<file path="src/rtl/queue_command_if.sv">
// Command-to-queue bus: strobes and data toward the queue, status flags back.
interface queue_command_if #(
  parameter int N = 4
);
  logic         full;
  logic         empty;
  logic         en_in;
  logic         en_out;
  logic [N-1:0] data;
  logic         reject;
  logic [7:0]   op_count;

  // The command stage drives strobes/data and watches the queue flags.
  modport master (
    input  full,
    input  empty,
    output en_in,
    output en_out,
    output data,
    output reject,
    output op_count
  );

  // The queue side sees the strobes and reports its flags.
  modport slave (
    output full,
    output empty,
    input  en_in,
    input  en_out,
    input  data,
    input  reject,
    input  op_count
  );
endinterface

</file>
<file path="src/rtl/queue_command.sv">
// Queue command stage: synchronises and debounces two push-buttons, turns
// button presses into single-cycle enqueue/dequeue strobes, and refuses
// requests the queue cannot take (or that arrive together).
//
// state     | meaning
// ----------+-----------------------------------------------------------
// IDLE      | waiting for a debounced press event
// ISSUE_IN  | en_in high for this one cycle, data stable
// ISSUE_OUT | en_out high for this one cycle
// REJECT    | reject high for this one cycle
// WAIT_REL  | waiting for both debounced buttons to be released
module queue_command #(
  parameter int N  = 4,
  parameter int DB = 16
) (
  input  logic          CLK100MHZ,
  input  logic          reset,
  input  logic          btn_in,
  input  logic          btn_out,
  input  logic [N-1:0]  sw,
  queue_command_if.master q
);
  localparam int CW = $clog2(DB + 1);
  localparam logic [CW-1:0] CNT_LAST = CW'(DB - 1);

  typedef enum logic [2:0] {
    IDLE,
    ISSUE_IN,
    ISSUE_OUT,
    REJECT,
    WAIT_REL
  } state_t;

  // Index 0 is the enqueue button, index 1 the dequeue button.
  logic [1:0]    sync1_d, sync1_q;
  logic [1:0]    sync2_d, sync2_q;
  logic [1:0]    st_d, st_q;
  logic [1:0]    st_prev_d, st_prev_q;
  logic [CW-1:0] cnt_d [2];
  logic [CW-1:0] cnt_q [2];
  logic [1:0]    press;

  state_t        state_d, state_q;
  logic          en_in_d, en_in_q;
  logic          en_out_d, en_out_q;
  logic          reject_d, reject_q;
  logic [N-1:0]  data_d, data_q;
  logic [7:0]    op_count_d, op_count_q;

  // Two-flop synchroniser and edge-history next values.
  always_comb begin
    sync1_d   = {btn_out, btn_in};
    sync2_d   = sync1_q;
    st_prev_d = st_q;
  end

  // Debouncer: the stable level flips only after DB consecutive disagreeing samples.
  always_comb begin
    for (int i = 0; i < 2; i++) begin
      st_d[i]  = st_q[i];
      cnt_d[i] = '0;
      if (sync2_q[i] != st_q[i]) begin
        if (cnt_q[i] == CNT_LAST) begin
          st_d[i] = ~st_q[i];
        end else begin
          cnt_d[i] = cnt_q[i] + 1'b1;
        end
      end
    end
  end

  // A press is a rising edge of the debounced level; releases are ignored.
  always_comb begin
    press = st_q & ~st_prev_q;
  end

  // Next-state and registered-output logic; flags are looked at only on a press in IDLE.
  always_comb begin
    state_d    = state_q;
    data_d     = data_q;
    op_count_d = op_count_q;
    case (state_q)
      IDLE: begin
        if (press[0] && press[1]) begin
          state_d = REJECT;
        end else if (press[0]) begin
          if (q.full) begin
            state_d = REJECT;
          end else begin
            state_d = ISSUE_IN;
            data_d  = sw;
          end
        end else if (press[1]) begin
          state_d = q.empty ? REJECT : ISSUE_OUT;
        end
      end
      ISSUE_IN, ISSUE_OUT: begin
        op_count_d = op_count_q + 8'd1;
        state_d    = WAIT_REL;
      end
      REJECT: begin
        state_d = WAIT_REL;
      end
      WAIT_REL: begin
        if (st_q == 2'b00) begin
          state_d = IDLE;
        end
      end
      default: begin
        state_d = IDLE;
      end
    endcase
    en_in_d  = (state_d == ISSUE_IN);
    en_out_d = (state_d == ISSUE_OUT);
    reject_d = (state_d == REJECT);
  end

  // All state and outputs clear immediately on reset, even mid-strobe.
  always_ff @(posedge CLK100MHZ or negedge reset) begin
    if (!reset) begin
      sync1_q    <= '0;
      sync2_q    <= '0;
      st_q       <= '0;
      st_prev_q  <= '0;
      cnt_q[0]   <= '0;
      cnt_q[1]   <= '0;
      state_q    <= IDLE;
      en_in_q    <= 1'b0;
      en_out_q   <= 1'b0;
      reject_q   <= 1'b0;
      data_q     <= '0;
      op_count_q <= '0;
    end else begin
      sync1_q    <= sync1_d;
      sync2_q    <= sync2_d;
      st_q       <= st_d;
      st_prev_q  <= st_prev_d;
      cnt_q[0]   <= cnt_d[0];
      cnt_q[1]   <= cnt_d[1];
      state_q    <= state_d;
      en_in_q    <= en_in_d;
      en_out_q   <= en_out_d;
      reject_q   <= reject_d;
      data_q     <= data_d;
      op_count_q <= op_count_d;
    end
  end

  assign q.en_in    = en_in_q;
  assign q.en_out   = en_out_q;
  assign q.reject   = reject_q;
  assign q.data     = data_q;
  assign q.op_count = op_count_q;
endmodule

</file>
<file path="src/flat_wrapper.sv">
// flat-port wrapper written by rule: the top's interface ports become plain ports
module queue_command_flat 
#(
  parameter int N  = 4,
  parameter int DB = 16
)
  (CLK100MHZ, reset, btn_in, btn_out, sw, q_full, q_empty, q_en_in, q_en_out, q_data, q_reject, q_op_count);
  queue_command_if #(.N(N)) q_i ();
  input  logic CLK100MHZ;
  input  logic reset;
  input  logic btn_in;
  input  logic btn_out;
  input  logic [N-1:0] sw;
  input wire logic [$bits(q_i.full)-1:0] q_full;
  input wire logic [$bits(q_i.empty)-1:0] q_empty;
  output wire logic [$bits(q_i.en_in)-1:0] q_en_in;
  output wire logic [$bits(q_i.en_out)-1:0] q_en_out;
  output wire logic [$bits(q_i.data)-1:0] q_data;
  output wire logic [$bits(q_i.reject)-1:0] q_reject;
  output wire logic [$bits(q_i.op_count)-1:0] q_op_count;
  assign q_i.full = q_full;
  assign q_i.empty = q_empty;
  assign q_en_in = q_i.en_in;
  assign q_en_out = q_i.en_out;
  assign q_data = q_i.data;
  assign q_reject = q_i.reject;
  assign q_op_count = q_i.op_count;
  queue_command #(.N(N), .DB(DB)) u_core (.CLK100MHZ(CLK100MHZ), .reset(reset), .btn_in(btn_in), .btn_out(btn_out), .sw(sw), .q(q_i));
endmodule
</file>
<file path="config.mk">
export PLATFORM = sky130hd
export DESIGN_NAME = queue_command_flat
export DESIGN_NICKNAME = d
export VERILOG_FILES = /design/src/rtl/queue_command_if.sv /design/src/rtl/queue_command.sv /design/src/flat_wrapper.sv
export SDC_FILE = /design/constraint.sdc
export NUM_CORES = 1
export LEC_CHECK = 0
export ABC_CLOCK_PERIOD_IN_PS = 2080
export CAP_MARGIN = 20
export CORE_ASPECT_RATIO = 0.75
export CORE_UTILIZATION = 51
export DETAILED_ROUTE_END_ITERATION = 8
export PLACE_DENSITY_LB_ADDON = 0.1
export SLEW_MARGIN = 30
export SYNTH_ARGS = -nofsm -noshare
export SYNTH_HDL_FRONTEND = slang
export SYNTH_SLANG_ARGS = --single-unit
</file>
<file path="constraint.sdc">
create_clock -name CLK100MHZ -period 2.08 [get_ports CLK100MHZ]
set_input_delay 0.624 -clock CLK100MHZ [delete_from_list [all_inputs] [get_ports CLK100MHZ]]
set_output_delay 0.624 -clock CLK100MHZ [all_outputs]
set_load 0.01 [all_outputs]
</file>
* Yosys cells after proc, flatten, opt, wreduce, memory -nomap -nowiden
Cells that the tools add are included.
** Operators by class
- Mux-type cells :: 11
- Add/subtract/negate cells :: 3
- Eq/ne operators :: 11
- Bitwise logic cells :: 6
- Reductions and logical operators :: 8
** Operators by type and width (number)
- 5-bit 2-to-1 mux :: 4
- 3-bit by 2-bit equality test with 1-bit output, second input constant :: 4
- 3-bit 2-to-1 mux :: 4
- 5-bit by 1-bit adder with 5-bit output, second input constant :: 2
- 5-bit by 4-bit equality test with 1-bit output, second input constant :: 2
- 3-bit one-hot mux with 3 select lines :: 1
- 8-bit by 1-bit adder with 8-bit output, second input constant :: 1
- 3-bit by 1-bit equality test with 1-bit output, second input constant :: 2
- 1-bit NOT :: 4
- 2-bit AND reduction :: 2
- 4-bit AND reduction :: 1
- 3-bit equality test, second input constant :: 1
- 3-bit zero test :: 1
- 3-bit OR reduction :: 1
- 2-bit AND :: 1
- 2-bit zero test :: 1
- 2-bit 2-to-1 mux :: 1
- 1-bit != test :: 2
- 2-bit NOT :: 1
- 2-bit OR reduction :: 1
- 1-bit logical AND :: 1
- 1-bit 2-to-1 mux :: 1
** Word-level totals
- Word-level logic and storage cells :: 52
- Input port bits :: 10
- Output and inout port bits :: 15
- Bits in registers :: 36

* Depth between registers and ports, before layout
Gate-level depths: netlist of run 1.
- Depth in word-level cells :: 7
- Depth in mapped cells :: 4
- Gate-level depth less buffers :: 4

* Worst setup path before layout of run 1
Ideal clock, no wire load.
- Kind :: reg2reg
- Start point :: reg u_core.state_q[1]
- End point :: reg u_core.data_q[0] (netlist: u_core.q.data[0])
- Arrival :: 1.547 ns
- Setup time :: 0.125 ns
- Clock period less this slack :: 1.671 ns
- Setup slack :: 0.409 ns
- Required time :: 1.955 ns
- Buffers on the path :: 0
- Cell stages (with the launch flop) :: 4
- Cell sequence :: dfrtp_1 or3_4 nor4b_4 mux2_2
** On the way
- Word-level cells in the longest chain between the ends :: 2
** RTL lines
- start, declared :: line queue_command.sv:43 : state_t state_d, state_q;
- start signal, assigned :: line queue_command.sv:140 : state_q <= state_d;
- 3-bit zero test :: line queue_command.sv:82 : case (state_q)
- 4-bit AND reduction (no source line)
- end signal, assigned :: line queue_command.sv:144 : data_q <= data_d;
- end, declared :: line queue_command.sv:47 : logic [N-1:0] data_d, data_q;
No other way between the ends.
A chain may end at the register's enable or synchronous reset.

* Final worst setup path of run 1
- Start point :: reg u_core.op_count_q[2] (netlist: u_core.q.op_count[2])
- End point :: out q_op_count[2]
** RTL lines
- start, declared :: line queue_command.sv:48 : logic [7:0] op_count_d, op_count_q;
- start signal, assigned :: line queue_command.sv:145 : op_count_q <= op_count_d;
- end, declared :: line flat_wrapper.sv:20 : output wire logic [$bits(q_i.op_count)-1:0] q_op_count;
No word-level cell between the ends.

==> results by stage, run 1 <==
Synth:
- Summing the areas of all compound-gate instances in the mapped netlist gives 3.00% of the synthesized area.
- The post-synthesis cell type count is 23.
- The cell type contributing the most total cell area after synthesis is dfrtp_1.
- The xor/xnor share of the synthesized area is 9.27%.
- The average footprint of a synthesized cell is 13.0 µm².
- The net count of the mapped netlist is 122.
- The share of the synthesized area in the top cell type is ~64%.
- After Yosys synthesis, full adders, half adders and majority gates account for under 10% of the synthesized area.
- The fraction of the yosys area taken by sequential cells is between 60% and 70%.
- The synthesized design contains 36 register bits.
- By area the synthesized netlist is led by dfrtp_1 64%, xor2_1 6.2%, mux2_2 5.6%.
- The cell count after synthesis is 109.
- Summing the areas of all and, or, nand and nor instances in the mapped netlist gives 15.2% of the synthesized area.
- The cell area after synthesis is 1420 µm².
- The share of cell area taken by muxes after synthesis is under 10%.
- The warning count from the yosys run is 0.
- By area, the combinational part of the netlist is dominated by simple AND/OR/NAND/NOR gates.

STA:
- The maximum clock skew at final layout is 4.73 ps.
- The final hold violation count is 0.
- After routing, the total negative slack on setup checks comes to 0 ps.
- The time the final worst path needs with I/O delays and setup is 1910 ps.
- The worst slew margin relative to its limit is between 70% and 80%.
- The share of the cycle needed by the critical path after routing is 92.0%.
- The final-layout worst hold slack is 349 ps.
- Derived from the worst setup path, the maximum achievable clock frequency is 523 MHz.
- The final max-slew violation count came to 0.
- Setup repair after global routing left no endpoint under its margin.
- For the pin with the worst max-slew slack, the measured transition is 430 ps.
- Setup violations remaining at the end of the flow were counted as 0.

Worst setup path:
- Data on the critical path is required at its endpoint by 1460 ps.
- The maximum fanout count along the critical path is 6.
- The type of the setup path with the least slack is flop to output port.
- Traced cell by cell, the critical path runs through clkdlybuf4s50_1.
- The setup check on the worst reg-to-reg path leaves a slack of just over 300 ps.
- The worst register-to-register path has a depth of 3.
- The buffer and inverter count on the worst path is 1.
- For the worst setup path, the data arrival time is 1290 ps.
- STA classifies the critical path endpoint as an output port.
- The endpoint identified for the worst register-to-register timing path is u_core.q.data[1]$_DFFE_PN0P_.
- In this design, the stage delay of the slowest critical-path cell is 570 ps.
- In this run the critical register-to-register path is launched from u_core.state_q[1]$_DFF_PN0_.
- The worst setup path is launched from a flop.
- The cell family contributing the most delay on the critical path is buffers and inverters.
- The largest individual stage delay along the critical path comes from the cell clkdlybuf4s50_1.

Floorplan:
- Measured along the y axis, the die boundary spans approximately 48 µm.
- The total area inside the core boundary comes to 2620 µm².
- The cell row count is 16.
- The floorplan step defined a die boundary enclosing 3000 µm².
- The top-level port count is 25.
- The die is about 63 µm wide.
- The initial core utilization is 54.1%.

Hold path:
- The startpoint identified for the worst hold timing path is u_core.sync1_q[0]$_DFF_PN0_.
- For hold timing, the worst endpoint is u_core.sync2_q[0]$_DFF_PN0_.
- The number of cells on the worst hold path is 0.
- The type of the worst min-delay path is flop to flop.

Clock tree:
- The post-CTS setup-driven buffer insertion count is 0.
- The total clock buffers created by CTS is 5.
- At the later pin of the worst-skew pair, clock insertion delay measures roughly 280 ps.
- The maximum root-to-sink buffer count is 2.
- TritonCTS built the clock tree.
- Clock-pin slew was measured on the worst setup and hold paths at 70 ps.
- After clock tree synthesis, the flow added hold-fix buffers numbering 0.
- The tree built by TritonCTS fans out to 36 sinks.
- CTS built an H-tree with a depth of 2.
- The clock tree root driver cell is clkbuf_8.
- Once the clock tree was built, the resizer swapped 0 gates to a different size.

Power and ir drop:
- For this design the ratio of total power to cell area is between 700 and 800 nW/µm².
- The largest vdd supply drop is around 0.57 mV.
- For this design the static power due to leakage is 0.000861 µW.

Layout:
- The ratio of cells with drive above 1 in the final layout is a little under an eighth.
- The leading cell type in the layout, fill and taps excluded is dfrtp_1.
- The top cell types in the final layout, fill and taps aside, are 36 x dfrtp_1, 24 x clkdlybuf4s50_1, 12 x nor2_1, 10 x xor2_1, 7 x mux2_2.
- The final core utilization is 68.7%.
- The area overhead of the layout relative to synthesis is 27.0%.
- The final-stage net count is 154.
- The final standard cell count with taps included and fillers excluded is 178.
- The repair_antennas step left the layout with diodes totalling 0.

Placed design:
- Port buffering added 24 buffers.
- The post-placement cell count is 170.
- Detailed placement ended at an HPWL of 1610 µm.
- Routability-driven placement finished with a final weighted congestion of 0.745.

Routing:
- In the routed design, unresolved DRC markers number 0.
- The remaining antenna violation count after routing is 0.
- Summed over all layers, the routed wires come to 2220 µm.
- The ratio of routed vias to standard cells is 4.90.
- The detailed-route wire length per cell is about 12 µm.
- The number of optimization iterations in the first detailed-route pass is 4.
- The number of DRC violations after detailed-routing iteration 0 is 40.
- Detailed routing inserted a total of 873 vias.

Global route:
- Global routing used 17.3% of the available tracks across all layers.
- The initial antenna violation count is 0.
- For this run the aggregate overflow at the end of global routing stands at 0.
- The first global-routing pass estimated between 3000 and 4000 µm of wire.
- The via count of the first global-routing pass is 836.
- Entering global routing, the biggest net connects 37 pins.

Run status:
- The flow ran to the end, and the final reports show no timing, DRC or antenna violations.

Flow run:
- The total of max-cap violations is 0.
## how the worst max path moves through the flow
stage / startpoint / endpoint / slack, ps / cells after the start
final: u_core.q.op_count[2]$_DFFE_PN0P_ / q_op_count[2] / 170 / 1
after global routing: u_core.q.op_count[2]$_DFFE_PN0P_ / q_op_count[2] / 110 / 1
after CTS: u_core.q.op_count[2]$_DFFE_PN0P_ / q_op_count[2] / 150 / 1
after detailed placement: q_full / u_core.q.data[1]$_DFFE_PN0P_ / 8 / 3
after global placement: q_full / u_core.q.data[2]$_DFFE_PN0P_ / 20 / 3
after floorplan: u_core.state_q[1]$_DFF_PN0_ / u_core.q.data[0]$_DFFE_PN0P_ / 410 / 3
## cell usage after synthesis
cell type	number
nand2b_1	2
inv_1	3
o21ai_0	4
and3b_1	1
nor2_1	12
or4b_2	1
nor4_1	1
xnor2_1	5
or3_4	1
dfrtp_1	36
and3_1	3
nor3_1	2
and2_1	2
nand4_1	1
nand2_1	2
o211ai_1	1
ha_1	3
nor2b_1	2
mux2_2	7
nand3_1	6
a21oi_1	3
nor4b_4	1
xor2_1	10
## area by class of cell
cell class	count	area (µm²)
fill	200	822
tap	36	45.0
sequential	36	901
inverter	3	11.3
timing repair buffer	25	248
clock buffer	8	90.1
multi-input combinational	70	505
## power by group
group | total [µW] | internal [µW] | switching [µW]
clock network | 495 | 270 | 225
registers | 729 | 717 | 12.4
logic | 70.1 | 36.0 | 34.1
total | 1290 | 1020 | 271
## kinds of logic after synthesis
logic type	after synthesis
and+or+nand+nor	37
adders and majority gates	3
buffers and inverters	3
DFF	36
muxes	7
AOI/OAI and AO/OA	8
xor gates and xnor gates	15
## through the flow
step,area [µm²],power [µW],setup WS [ps]
2_1_floorplan,1420,766,409
3_3_place_gp,1710,809,17.2
3_5_place_dp,1710,814,8.04
4_1_cts,1800,1310,155
5_1_grt,1800,1350,106
6_report,1800,1290,167
## registers in the layout, summed over array words and instances (netlist names)
| register | flops |
|---|---|
| u_core.cnt_q | 10 |
| u_core.q.op_count | 8 |
| u_core.q.data | 4 |
| u_core.state_q | 3 |
| u_core.st_prev_d | 2 |
| u_core.st_prev_q | 2 |
| u_core.sync1_q | 2 |
| u_core.sync2_q | 2 |
| u_core.q.en_in | 1 |
| u_core.q.en_out | 1 |
| u_core.q.reject | 1 |
## metal layers
metal  track usage [%]  up-vias  part of all wire [%]
met4              12.6        0                   1.6
met5                 0        -                     0
met2              28.0       20                    48
met3              6.90        5                   4.8
li1                  -      430                     -
met1              19.7      418                    45
Note: power is estimated with default switching activity, not from simulation.
==> inputs of run 2 (changes only) <==
--- a/config.mk
+++ b/config.mk
@@ -8,7 +8,8 @@
 export ABC_CLOCK_PERIOD_IN_PS = 2080
 export CAP_MARGIN = 20
 export CORE_ASPECT_RATIO = 0.75
-export CORE_UTILIZATION = 51
+export CORE_UTILIZATION = 53
+export CTS_BUF_LIST = sky130_fd_sc_hd__clkbuf_2 sky130_fd_sc_hd__clkbuf_4 sky130_fd_sc_hd__clkbuf_8
 export DETAILED_ROUTE_END_ITERATION = 8
 export PLACE_DENSITY_LB_ADDON = 0.1
 export SLEW_MARGIN = 30
==> run 2 against run 1 <==
  * Clock skew is 1.3 ps higher
  * Die area is 3.6% lower
  * Core utilization up 4.6 points
  * Cell count is 1.7% lower
  * Fmax shrank 2.5%
  * Sequential share of layout area grew 0.78 points
  * Register-to-register slack hardly changed
  * Via count unchanged
  * Critical path type unchanged
  * Highest routed layer is now met3
==> results by stage, run 2 (same netlist as run 1, synthesis figures left out) <==
Run status:
- The run finished with clean final reports.

Placed design:
- Detailed placement ended at an HPWL of 1560 µm.
- The post-placement cell count is 168.
- The placement-stage cell area is 1710 µm².
- The congestion estimate from routability-driven global placement came to around 0.79.
- The number of port buffers is 24.

Layout:
- Leaving out fill and tap cells, the most frequent cells in the layout are 36 x dfrtp_1, 24 x clkdlybuf4s50_1, 12 x nor2_1, 10 x xor2_1, 7 x mux2_2.
- The area overhead of the layout relative to synthesis is 25.1%.
- The leading cell type in the layout, fill and taps excluded is dfrtp_1.
- After routing the design area is roughly 1800 µm².
- The final-stage net count is 154.
- The number of filler cells placed in the layout is 164.
- Leaving out filler cells and counting taps, the final layout contains between 150 and 200.
- The register with the most flip-flops in the layout has 10 of them.
- The number of antenna diodes in the final layout is 0.
- The largest register by flop count is u_core.cnt_q.
- Of the cells placed in the final design, the portion with a size suffix greater than 1 is 12.8%.

Power and ir drop:
- The total net switching power is 251 µW.
- The share of total power consumed by net switching is 21.0%.
- Power comes to 1190 µW.
- The power per standard cell area is a little under 700 nW/µm².
- The internal portion of the total power is 944 µW.
- The leakage power is around 0.00085 µW.
- Across the VDD grid, the largest voltage drop is between 0.4 and 0.5 mV.
- In this run, the clock network consumes between 30% and 40% of the power.
- The portion of total power attributed to combinational logic is 5.7%.
- Per report_power, the sequential group accounts for 61.0% of the total.

Clock tree:
- Clock tree synthesis inserted a total of 5 buffers.
- The CTS tree is yes.
- The clock net sink count is 36.
- The clock tree root driver cell is clkbuf_4.
- In this run the post-CTS setup repair buffer count came out at 0.
- Post-CTS repair changed the size of 0 cells.
- The clock slew seen by the registers of the worst setup and hold paths is roughly 100 ps.
- The H-tree was split into 2 levels.
- The total of hold buffers inserted after clock tree synthesis is 0.
- At the later pin of the worst-skew pair, clock insertion delay measures between 300 and 400 ps.
- The maximum root-to-sink buffer count is 2.

Floorplan:
- For this configuration, the core starts out at a cell density of roughly three fifths.
- The floorplan step defined a die boundary enclosing 2890 µm².
- The floorplan has 15 rows.
- The vertical extent of the die is 46.8 µm.
- The x dimension of the die is 61.7 µm.
- 25 I/O pins were placed.
- The placeable core region is between 2000 and 2500 µm².

Worst setup path:
- The launching element type of the critical path is a flop.
- The worst setup path is captured at an output port.
- Counting both buffers and inverters, the worst setup path holds a total of 1.
- For this design, the slowest cell found on the critical path is clkdlybuf4s50_1.
- Traced cell by cell, the critical path runs through clkdlybuf4s50_1.
- The count of cells along the worst register-to-register path is 3.
- The required arrival time at the worst endpoint is 1460 ps.
- The maximum fanout count along the critical path is 6.
- In this run the number of cells on the critical path is 1.
- Grouping stages by cell kind, the critical path spends the most delay in buffers and inverters.
- At the worst endpoint, the arrival time is around 1300 ps.
- The critical path in this run is classified as flop to output port.
- On the worst path, the slowest cell contributes a delay of 570 ps.

Global route:
- The initial antenna violation count is 0.
- The first-pass GRT wire length is 3510 µm.
- The pin count of the biggest net entering global routing is 37.
- After global routing the overflow that remains totals 0.
- The total global routing track utilization is 17.6%.
- The via count of the first global-routing pass is 877.

Flow run:
- The total of max-cap violations is 0.

Routing:
- The total wire length after detailed routing is 2100 µm.
- The number of vias in the routed layout is a little under 900.
- The ratio of routed vias to standard cells is 4.99.
- In the routed design, unresolved DRC markers number 0.
- Once detail routing completed, the nets flagged for antenna violations numbered 0.
- In the final routed layout, each cell accounts on average for 12.0 µm.
- The number of optimization iterations in the first detailed-route pass is 2.
- The detailed router finished its first iteration with 30 violations.

STA:
- Across the routed clock network, the largest skew measured is 6.00 ps.
- The final count of negative-setup-slack endpoints is 0.
- The time the final worst path needs with I/O delays and setup is 1960 ps.
- Setup total negative slack on the finished layout was measured at 0 ps.
- The final hold violation count came to 0.
- Static timing analysis puts the maximum clock frequency at 510 MHz.
- The share of the cycle needed by the critical path after routing is 94.3%.
- For the pin with the worst max-slew slack, the measured transition is between 400 and 500 ps.
- Setup repair after global routing left no endpoint under its margin.
- Headroom to the max-slew limit came out at 71.6%.
- The final max-slew violation count came to 0.

Hold path:
- The tightest min-delay check is of the flop to flop type.
- The worst hold path passes through 0 cells.
-- run 2: changes by cell type in the layout (fill, tap and decap cells not counted) --
cell and delta:
clkbuf_1 -2, clkbuf_4 +5, clkbuf_8 -4
-- run 2: final cells by class --
| type | count | area, µm² | share of cell area, % |
|---|---|---|---|
| sequential | 36 | 901 | 50.8 |
| multi-input combinational | 70 | 505 | 28.5 |
| clock buffer | 7 | 65.1 | 3.67 |
| inverter | 3 | 11.3 | 0.635 |
| tap | 34 | 42.5 | 2.40 |
| timing repair buffer | 25 | 248 | 14.0 |
-- run 2: power by group through the flow --
stage | sequential (µW) | combinational, µW | clock, µW
floorplan | 741 | 24.8 | 0
global placement | 741 | 67.8 | 0
detailed placement | 742 | 70.3 | 0
CTS | 728 | 70.5 | 408
global route | 731 | 81.1 | 442
finish | 729 | 68.7 | 398
-- run 2: path summary, 6_finish.rpt --
kind / startpoint / endpoint / slack (ps)
max in group asynchronous: reset / u_core.sync1_q[0]$_DFF_PN0_ / 1080
worst max register to register: u_core.state_q[1]$_DFF_PN0_ / u_core.q.data[2]$_DFFE_PN0P_ / 320
worst min register to register: u_core.sync1_q[1]$_DFF_PN0_ / u_core.sync2_q[1]$_DFF_PN0_ / 370
worst max-delay path: u_core.q.op_count[2]$_DFFE_PN0P_ / q_op_count[2] / 120
worst min-delay path: u_core.sync1_q[1]$_DFF_PN0_ / u_core.sync2_q[1]$_DFF_PN0_ / 370
min in group asynchronous: reset / u_core.cnt_q[7]$_DFF_PN0_ / 700
-- run 2: layer usage --
metal | GRT usage (%) | vias up | part of all wire (%)
met1 | 22.6 | 418 | 49
met3 | 6.06 | 0 | 4.2
met5 | 0 | - | 0
met4 | 8.89 | 0 | 0
li1 | - | 432 | -
met2 | 26.9 | 23 | 47
-- run 2: through the flow --
step           hold slack (ps)  utilization, %  setup WS, ps
6_report                   369            73.2           118
5_1_grt                    373            73.2          56.6
3_5_place_dp               351            70.5          48.1
4_1_cts                    374            73.2           112
2_1_floorplan              328               -           409
3_3_place_gp               334            70.5          72.8
==> inputs of run 3 (changes only) <==
==> constraint.sdc (replaced) <==
create_clock -name CLK100MHZ -period 2.08 [get_ports CLK100MHZ]
set_input_delay 0.52 -clock CLK100MHZ [delete_from_list [all_inputs] [get_ports CLK100MHZ]]
set_output_delay 0.52 -clock CLK100MHZ [all_outputs]
set_load 0.01 [all_outputs]
==> run 3 against run 2 <==
  * Cell count stayed put
  * First-iteration DRC count is 30% higher
  * Sequential cell count stayed put
  * Sequential power hardly changed
  * Critical path type unchanged
  * Highest routed layer is now met4
==> results by stage, run 3 (same netlist as run 1, synthesis figures left out) <==
STA:
- The setup TNS is 0 ps.
- The final-layout worst hold slack is 376 ps.
- The final hold violation count is 0.
- In this run the tightest slew margin relative to its limit is 71.3%.
- The final count of negative-setup-slack endpoints is 0.
- The worst path uses about nine tenths of the clock period.
- For the final database, setup skew stands at around 4.6 ps.
- Derived from the worst setup path, the maximum achievable clock frequency is approximately 540 MHz.
- Setup repair after global routing left no endpoint under its margin.
- The clock period could shrink to 1850 ps.
- The transition time at the pin with the least slew margin is 428 ps.
- The final max-slew violation count was 0.

Clock tree:
- The H-tree was split into 2 levels.
- In this run, CTS created clock tree buffers numbering 5.
- The total of hold buffers inserted after clock tree synthesis is 0.
- The clock slew seen by the registers of the worst setup and hold paths is 100 ps.
- TritonCTS built the clock tree.
- Gates resized during post-CTS repair numbered 0.
- The maximum root-to-sink buffer count is 2.
- At the later pin of the worst-skew pair, clock insertion delay measures 320 ps.
- Clock tree synthesis selected as its root buffer the cell clkbuf_4.
- The tree built by TritonCTS fans out to 36 sinks.
- Once the clock tree was built, the setup fixing pass inserted 0 buffers.

Worst setup path:
- Among all stages on the critical path, the largest delay is contributed by clkdlybuf4s50_1.
- The type of element capturing the critical path is an output port.
- The critical path is of the flop to output port type.
- The biggest cell delay along the critical path is 560 ps.
- Measured in cells, the most critical reg-to-reg path has a length of 3.
- Along the worst path, the maximum fanout reaches 6.
- The signal on the critical path passes through clkdlybuf4s50_1.
- The buffer and inverter count on the worst path is 1.
- The worst register-to-register path begins at u_core.state_q[1]$_DFF_PN0_.
- The launching element type of the critical path is a flop.
- The cell family contributing the most delay on the critical path is buffers and inverters.
- The required arrival time at the worst endpoint is about 1600 ps.
- The instance count on the critical path is 1.
- In this run the worst setup path begins at u_core.q.op_count[2]$_DFFE_PN0P_.
- The arrival time of the worst setup path is ~1300 ps.

Global route:
- The initial antenna violation count is 0.
- The via count of the first global-routing pass is 867.
- The leftover overflow at the end of global routing is 0.
- The first global-routing pass estimated 3750 µm of wire.
- The total global routing track utilization is between 15 and 20%.
- The pin count of the biggest net entering global routing is 37.

Layout:
- Relative to the synthesized area, the layout overhead comes to 24.0%.
- The largest register by flop count is u_core.cnt_q.
- The final standard cell count with taps included and fillers excluded is 175.
- The final-stage net count is 154.
- The ratio of cells with drive above 1 in the final layout is about an eighth.
- In the layout the commonest cells are 36 x dfrtp_1, 24 x clkdlybuf4s50_1, 12 x nor2_1, 10 x xor2_1, 7 x mux2_2.
- After routing the design area is 1760 µm².
- The library cell used most frequently in the layout, excluding fill and tap cells, is dfrtp_1.
- The register with the most flip-flops in the layout has 10 of them.
- The count of antenna diodes in the layout is 0.

Placed design:
- Once detailed placement completed, the half-perimeter wirelength came to between 1500 and 2000 µm.
- The final estimated routing congestion in global placement is 0.746.
- The number of port buffers is 24.
- The placement-stage cell area is approximately 1700 µm².
- The post-placement cell count is 168.

Floorplan:
- The x dimension of the die is 61.7 µm.
- The core region is 2420 µm².
- In this run the core area contains 15 standard-cell rows.
- The floorplan step set the die height to 46.8 µm.
- The initial core utilization is 58.6%.
- The die covers roughly 2900 µm².
- The top-level port count is 25.

Routing:
- The detailed-route wire length per cell is 12.7 µm.
- For this block, the routed nets add up to 2220 µm of wire.
- The detailed router placed 888 vias in this run.
- The ratio of routed vias to standard cells is between 5 and 6.
- In the routed design, unresolved DRC markers number 0.
- In this run, the number of DRC markers left after iteration 0 of detailed routing was 39.
- Once detail routing completed, the nets flagged for antenna violations numbered 0.
- The number of optimization iterations in the first detailed-route pass is 4.

Flow run:
- The total of max-cap violations is 0.

Hold path:
- The type of the worst min-delay path is flop to flop.
- The startpoint of the worst hold path is u_core.sync1_q[1]$_DFF_PN0_.
- The number of cells on the worst hold path is 0.

Run status:
- The run finished with clean final reports.

Power and ir drop:
- The total power is 1140 µW.
- For this design the ratio of total power to cell area is 648 nW/µm².
- Summed over all cells, the static leakage comes to 0.000847 µW.
- VDD sags by at most 0.533 mV.
## run 3: cell type report
class	count	area [µm²]
clock buffer	6	45.0
clock inverter	1	5.00
inverter	3	11.3
tap	34	42.5
sequential	36	901
multi-input combinational	70	505
timing repair buffer	25	248
fill	173	663
## run 3: through the flow
| stage | setup slack, ps | util, % |
|---|---|---|
| floorplan | 409 | - |
| global placement | 175 | 70.5 |
| detailed placement | 151 | 70.5 |
| CTS | 204 | 72.6 |
| global route | 138 | 72.6 |
| finish | 234 | 72.6 |
## run 3: worst paths after layout
| kind | endpoint | slack, ps |
|---|---|---|
| hold / removal | u_core.sync2_q[1]$_DFF_PN0_ | 380 |
| setup reg to reg | u_core.q.data[0]$_DFFE_PN0P_ | 310 |
| hold reg to reg | u_core.sync2_q[1]$_DFF_PN0_ | 380 |
| setup / recovery | q_op_count[2] | 230 |
| min in group asynchronous | u_core.cnt_q[7]$_DFF_PN0_ | 600 |
| max in group asynchronous | u_core.q.reject$_DFF_PN0_ | 1170 |
## run 3: where the power goes
group	total (µW)	switching, µW	leakage, µW	internal [µW]
clock network	340	202	0.0000315	138
logic	69.4	33.5	0.000332	35.9
registers	729	12.8	0.000483	716
total	1140	249	0.000847	890
## run 3: routing by layer
metal / track usage, % / vias up / share of wire, %
met3: 6.61 / 3 / 4.6
li1: - / 434 / -
met5: 0 / - / 0
met4: 8.00 / 0 / 0.63
met2: 31.8 / 25 / 49
met1: 23.9 / 426 / 46
